$ cat config.mk
export PLATFORM = sky130hd
export DESIGN_NAME = display_timings
export DESIGN_NICKNAME = d
export VERILOG_FILES = /design/src/rtl/display_timings.sv
export SDC_FILE = /design/constraint.sdc
export NUM_CORES = 1
export LEC_CHECK = 0
export ABC_AREA = 1
export BUFFER_PORTS_ARGS = -buffer_cell sky130_fd_sc_hd__buf_4
export CORE_ASPECT_RATIO = 1.75
export CORE_MARGIN = 2
export CORE_UTILIZATION = 54
export CTS_CLUSTER_DIAMETER = 200
export DETAILED_ROUTE_END_ITERATION = 6
export PLACE_DENSITY = 0.78
export SLEW_MARGIN = 20
export SYNTH_ARGS = -nofsm -noshare
export SYNTH_HDL_FRONTEND = slang
export SYNTH_SLANG_ARGS = --single-unit
$ cat constraint.sdc
create_clock -name clk_pix -period 1.91 [get_ports clk_pix]
set_input_delay 0.191 -clock clk_pix [delete_from_list [all_inputs] [get_ports clk_pix]]
set_output_delay 0.191 -clock clk_pix [all_outputs]
set_load 0.05 [all_outputs]
$ cat src/rtl/display_timings.sv
// Purpose: VGA raster timing generator (sync pulses, data enable, raster coordinates).
// Latency: all outputs registered; sync/de decoded from next-state counters, so zero skew vs sx/sy.
// Backpressure: none; free-running on every clk_pix edge, only rst interrupts the raster.
module display_timings #(
   parameter int   H_RES  = 640,
   parameter int   H_FP   = 16,
   parameter int   H_SYNC = 96,
   parameter int   H_BP   = 48,
   parameter int   V_RES  = 480,
   parameter int   V_FP   = 10,
   parameter int   V_SYNC = 2,
   parameter int   V_BP   = 33,
   parameter logic H_POL  = 1'b0,
   parameter logic V_POL  = 1'b0
) (
   input  logic       clk_pix,
   input  logic       rst,
   output logic       hsync,
   output logic       vsync,
   output logic       de,
   output logic [9:0] sx,
   output logic [9:0] sy
);

   localparam int H_TOTAL = H_RES + H_FP + H_SYNC + H_BP;
   localparam int V_TOTAL = V_RES + V_FP + V_SYNC + V_BP;

   // Counter limits and decode thresholds, pre-sized to the 10-bit counters.
   localparam logic [9:0] H_LAST   = 10'(H_TOTAL - 1);
   localparam logic [9:0] V_LAST   = 10'(V_TOTAL - 1);
   localparam logic [9:0] H_ACT    = 10'(H_RES);
   localparam logic [9:0] V_ACT    = 10'(V_RES);
   localparam logic [9:0] HS_FIRST = 10'(H_RES + H_FP);
   localparam logic [9:0] HS_LAST  = 10'(H_RES + H_FP + H_SYNC - 1);
   localparam logic [9:0] VS_FIRST = 10'(V_RES + V_FP);
   localparam logic [9:0] VS_LAST  = 10'(V_RES + V_FP + V_SYNC - 1);

   // A raster larger than the counters could address would silently alias.
   if (H_TOTAL > 1024 || V_TOTAL > 1024) begin : g_bad_total
      $error("display_timings: raster total exceeds 10-bit counter range");
   end

   logic [9:0] sx_nxt;
   logic [9:0] sy_nxt;
   logic       de_nxt;
   logic       hsync_nxt;
   logic       vsync_nxt;

   // Next raster position: sx wraps at line end, sy steps on that same edge and wraps at frame end.
   always_comb begin
      sx_nxt = sx + 10'd1;
      sy_nxt = sy;
      if (sx == H_LAST) begin
         sx_nxt = 10'd0;
         if (sy == V_LAST) begin
            sy_nxt = 10'd0;
         end else begin
            sy_nxt = sy + 10'd1;
         end
      end
   end

   // Decode the next position so the registered flags line up with the registered coordinates.
   always_comb begin
      de_nxt    = (sx_nxt < H_ACT) && (sy_nxt < V_ACT);
      hsync_nxt = ((sx_nxt >= HS_FIRST) && (sx_nxt <= HS_LAST)) ? H_POL : ~H_POL;
      vsync_nxt = ((sy_nxt >= VS_FIRST) && (sy_nxt <= VS_LAST)) ? V_POL : ~V_POL;
   end

   // Output registers; reset snaps straight to the origin with both syncs idle.
   always_ff @(posedge clk_pix) begin
      if (!rst) begin
         sx    <= 10'd0;
         sy    <= 10'd0;
         de    <= 1'b1;
         hsync <= ~H_POL;
         vsync <= ~V_POL;
      end else begin
         sx    <= sx_nxt;
         sy    <= sy_nxt;
         de    <= de_nxt;
         hsync <= hsync_nxt;
         vsync <= vsync_nxt;
      end
   end

endmodule

Word level (Yosys, flattened, before mapping). Cells that the tools add are included. Widths: inputs -> output; s select.

Register bits: 23. Input port bits: 2. Output and inout port bits: 23. Word-level logic and storage cells: 23.

Add/sub/neg operators: 2. Order comparisons: 6. Eq/ne operators: 2. Mux-type cells: 5. Reduce and logical (&&, ||, !) cells: 3.

Operators by type and width (count): $mux 10 (3); $add 10x1->10 const B (2); $eq 10x10->1 const B (2); $ge 10x10->1 const B (1); $ge 10x9->1 const B (1); $le 10x10->1 const B (1); $le 10x9->1 const B (1); $lt 10x10->1 const B (1); $lt 10x9->1 const B (1); $logic_and 1x1->1 (3); $mux 1 (2).

Depth between registers and ports, before layout.
Depth after elaboration: 6. Depth in mapped cells: 12. Mapped depth without buffers: 12.

Worst setup path before layout. OpenSTA, ideal clock, no wires.

Path type: register -> register. Start point: reg sx[0]. End point: reg vsync. Setup time: 0.121 ns. Arrival time: 1.820 ns. Data required time: 1.789 ns. Slack: -0.030 ns. Cell stages (with the launch flop): 12. Buffers on the path: 1. Clock period less this slack: 1.940 ns. Cells stage by stage: dfxtp_1 ha_1 nand2_2 nor2_4 nand3_4 buf_6 nand2_1 nand2_1 nor2_1 nand2_1 inv_1 nand3_1.

Longest elaborated chain between the ends: 5. Elaborated cells on any way between the ends: 6. Those cells by class: 2 x order compare; 1 x eq/ne; 2 x mux; 1 x reduce/logical.

Ends and longest elaborated chain: from (decl) (line 21) `output logic [9:0] sx,`; from (signal assigned) (line 79) `sx <= sx_nxt;`; $eq 10x10->1 * (line 53) `if (sx == H_LAST) begin`; $mux 10 * (line 53); $ge 10x9->1 or $le 10x9->1 (tied branches) (line 67) `vsync_nxt = ((sy_nxt >= VS_FIRST) && (sy_nxt <= VS_LAST)) ? V_POL : ~V_POL;`; $logic_and 1x1->1 * (line 67); $mux 1 * (line 67); to (signal assigned) (line 77) `vsync <= ~V_POL;`; to (signal assigned) (line 83) `vsync <= vsync_nxt;`; to (decl) (line 19) `output logic vsync,`.

Mark *: on every way between the ends. The rest lies on a longest branch, timed or not. A chain may end at the register's enable or synchronous reset.

Worst setup path in the final report.
Start point: reg sx[0]. End point: reg de.

Longest elaborated chain between the ends: 4. Elaborated cells on any way between the ends: 7. Those cells by class: 1 x add/sub; 2 x order compare; 1 x eq/ne; 2 x mux; 1 x reduce/logical.

Ends and longest elaborated chain: $add 10x1->10 or $eq 10x10->1 (tied branches) (line 51, 53); $mux 10 (line 53); $lt 10x10->1 or $lt 10x9->1 (tied branches) (line 65) `de_nxt = (sx_nxt < H_ACT) && (sy_nxt < V_ACT);`; $logic_and 1x1->1 * (line 65); to (signal assigned) (line 81) `de <= de_nxt;`; to (decl) (line 20) `output logic de,`.

Marked as above.

==> results_dict.tcl <==
set metrics [dict create \
    grt_pass1_vias 1262 \
    vias 1369 \
    status "finished, final reports clean" \
    arrival_time_worst_endpoint_ps 1890 \
    fp-row-count 24 \
    timing.hold.worst.class "primary input to register" \
    syn-num-nets 226 \
    timing_hold_violations_final 0 \
    total_switching_power_uw 188 \
    max_slew_margin_pct 66.5 \
    cp_max_fo 16 \
    start_kind "register" \
    ys_dominant_reg_cell "sky130_fd_sc_hd__dfxtp_1" \
    grt_overflow 0 \
    diodes 0 \
    maxCapViolations 0 \
    fmaxAchievable_mhz 596 \
    r2r-start "sx[0]" \
    synth.ff_latch_count 23 \
    setup_viol_count_final 0 \
    final.setup.tns_ps 0 \
    r2r_end "de" \
    routed_wl_mm 3.08 \
    ratio_of_cells_with_drive_above_1_in_the_final_layout_pct 16.7 \
    syn_inst 220 \
    clock-skew-final_ps 4.04 \
    setup_crit_start "sx[0]" \
    power_internal_uw 646 \
    least_setup_slack_across_all_paths_after_layout_ps 232 \
    leakagePower_nw 0.770 \
    synthToLayoutAreaGrowth_pct 17.7 \
    post_synth_edffs 0 \
    count_of_instances_resized_after_the_clock_tree_is_built 0 \
    avgRoutedWirePerCell_um 11.3 \
    floorplan.initialDensity_pct 56.1 \
    ys_warn_count 0 \
    gp_congestion 0.879 \
    nNetsFinal 253 \
    period_needed_ps 1680 \
    post_synthesis_average_cell_area_um2 6.20 \
    cts.reportedPaths.clkPinSlew_ps 80 \
    mostFrequentLayoutCell "sky130_fd_sc_hd__nand2_1" \
    setup.reg_to_reg.worst_slack_ps 230 \
    gr-usage-all-layers_pct 22.0 \
    synth_cell_type_count 26 \
    clkLatencyLatePin_ps 260 \
    cts_max_level 1 \
    drcViolationCount 0 \
    dr_pass1_iterations 4 \
    tritoncts_num_sinks 23 \
    detailed_place_hpwl_mm 2.45 \
    timing.critical_path.to_type "register" \
    cts_tree "yes" \
    layout_common_cells "sky130_fd_sc_hd__nand2_1 (78), sky130_fd_sc_hd__nor2_1 (36), sky130_fd_sc_hd__inv_1 (29), sky130_fd_sc_hd__buf_4 (25), sky130_fd_sc_hd__dfxtp_1 (21)" \
    total_clock_buffers_created_by_cts 3 \
    timing_max_transition_violations_final 0 \
    post_drt_via_cell_ratio 5.03 \
    finalCritPeriodShare_pct 87.9 \
    max_slew.worst_pin.slew_ps 499 \
    power.share.clock_pct 35.6 \
    grt_first_pass_wirelength_mm 5.08 \
    die_w_um 42.0 \
    r2r.worst_path.cells 11 \
    required_ps 2120 \
    ir_worst_vdd_mv 0.544 \
    design.die.area_um2 2960 \
    fillCellCount 223 \
    cts.path.max_buffers 2 \
    cp-endpoint "de" \
    critical_path_class "register to register" \
    seq_power_share_pct 58.9 \
    die_height_um 70.5 \
    power-per-cell-area_nw_per_um2 519 \
    antenna_left 0 \
    place.port_buffers 24 \
    postCtsHoldBufs 0 \
    ioPinCount 25 \
    power.share.combinational_pct 5.5 \
    min_delay_path_depth 2 \
    post-cts-setup-buffers 0 \
    place_worst_setup_slack_ps 230 \
    synth_area_um2 1370 \
    grt_setup_unrepaired "false" \
    cts_root_buffer "sky130_fd_sc_hd__clkbuf_8" \
    synth-seq-area-share_pct 33.7 \
    power.share.switching_pct 22.5 \
    grt_max_degree 19 \
    postSynth.asyncResetShare_pct 0 \
    fp.coreArea_um2 2430 \
    drt_iter0_drc 22 \
    final_core_utilization_pct 66.0 \
    grt_antenna_before_repair 0 \
]
## power by group through the flow
stage | sequential (mW) | clock (mW) | combinational [mW]
2_1_floorplan | 0.520 | 0 | 0.0129
3_3_place_gp | 0.502 | 0 | 0.0468
3_5_place_dp | 0.502 | 0 | 0.0466
4_1_cts | 0.491 | 0.298 | 0.0466
5_1_grt | 0.492 | 0.309 | 0.0501
6_report | 0.491 | 0.297 | 0.0461
## synth_stat cells, types with 2 or more instances
master / n / area, µm²
sky130_fd_sc_hd__o21bai_1: 2 / 15.0
sky130_fd_sc_hd__ha_1: 4 / 50.1
sky130_fd_sc_hd__buf_6: 2 / 22.5
sky130_fd_sc_hd__or2_2: 2 / 12.5
sky130_fd_sc_hd__nor2_1: 36 / 135
sky130_fd_sc_hd__dfxtp_1: 23 / 460
sky130_fd_sc_hd__nand3_2: 2 / 20.0
sky130_fd_sc_hd__nand2_2: 2 / 12.5
sky130_fd_sc_hd__nand3_1: 18 / 90.1
sky130_fd_sc_hd__o21ai_0: 3 / 15.0
sky130_fd_sc_hd__a21oi_1: 3 / 15.0
sky130_fd_sc_hd__nand2_1: 78 / 293
sky130_fd_sc_hd__a211oi_1: 2 / 15.0
sky130_fd_sc_hd__nand4_1: 3 / 18.8
sky130_fd_sc_hd__inv_1: 29 / 109
## routing by layer
| layer | vias up | share of wire, % | track usage, % | wire length [µm] |
|---|---|---|---|---|
| met4 | 0 | 4.8 | 14.3 | 149 |
| met3 | 12 | 2.5 | 2.07 | 77 |
| met1 | 605 | 39 | 22.7 | 1210 |
| li1 | 724 | - | - | - |
| met2 | 28 | 53 | 40.3 | 1650 |
| met5 | - | 0 | 0 | 0 |
## logic make-up after synthesis
family,Yosys count,share of synthesized area (%)
AO/OA/AOI/OAI,10,4.40
flip-flops,23,33.7
adder cells (fa/ha/maj),4,3.67
AND/OR/NAND/NOR,149,47.8
buffers and inverters,34,10.4
## metrics by stage
| step | area (µm²) | hold slack (ps) | instances | power [mW] |
|---|---|---|---|---|
| 2_1_floorplan | 1370 | 260 | 220 | 0.533 |
| 3_3_place_gp | 1560 | 407 | 268 | 0.549 |
| 3_5_place_dp | 1560 | 407 | 268 | 0.549 |
| 4_1_cts | 1610 | 129 | 272 | 0.835 |
| 5_1_grt | 1610 | 135 | 272 | 0.850 |
| 6_report | 1610 | 131 | 272 | 0.834 |
## how the worst min path moves through the flow
stage | to | from | slack, ps
CTS | de | rst | 130
floorplan | de | rst | 260
global route | de | rst | 140
global placement | de | rst | 410
detailed placement | de | rst | 410
finish | de | rst | 130
## layout make-up
type                       instances  area, µm²  share of cell area [%]
timing repair buffer              25        188                    11.7
multi-input combinational        163        762                    47.4
inverter                          31        116                    7.24
tap                               26       32.5                    2.02
sequential                        23        463                    28.8
clock buffer                       4       45.0                    2.80
## critical path: stages, from the launching register on
cell and delay (ps):
sky130_fd_sc_hd__dfxtp_2 360, sky130_fd_sc_hd__ha_1 180, sky130_fd_sc_hd__nand2_2 90, sky130_fd_sc_hd__nor2_4 170
sky130_fd_sc_hd__nand3_4 180, sky130_fd_sc_hd__inv_2 210, sky130_fd_sc_hd__nand2_1 80, sky130_fd_sc_hd__nand2_1 80
sky130_fd_sc_hd__nor2_1 50, sky130_fd_sc_hd__nand2_1 100, sky130_fd_sc_hd__nand3_1 80, sky130_fd_sc_hd__nand2_1 60
## registers in the layout (all words and copies together), names as in the netlist
name	flops
de	1
hsync	1
sx	10
sy	10
vsync	1
(Power assumes the default switching activity.)
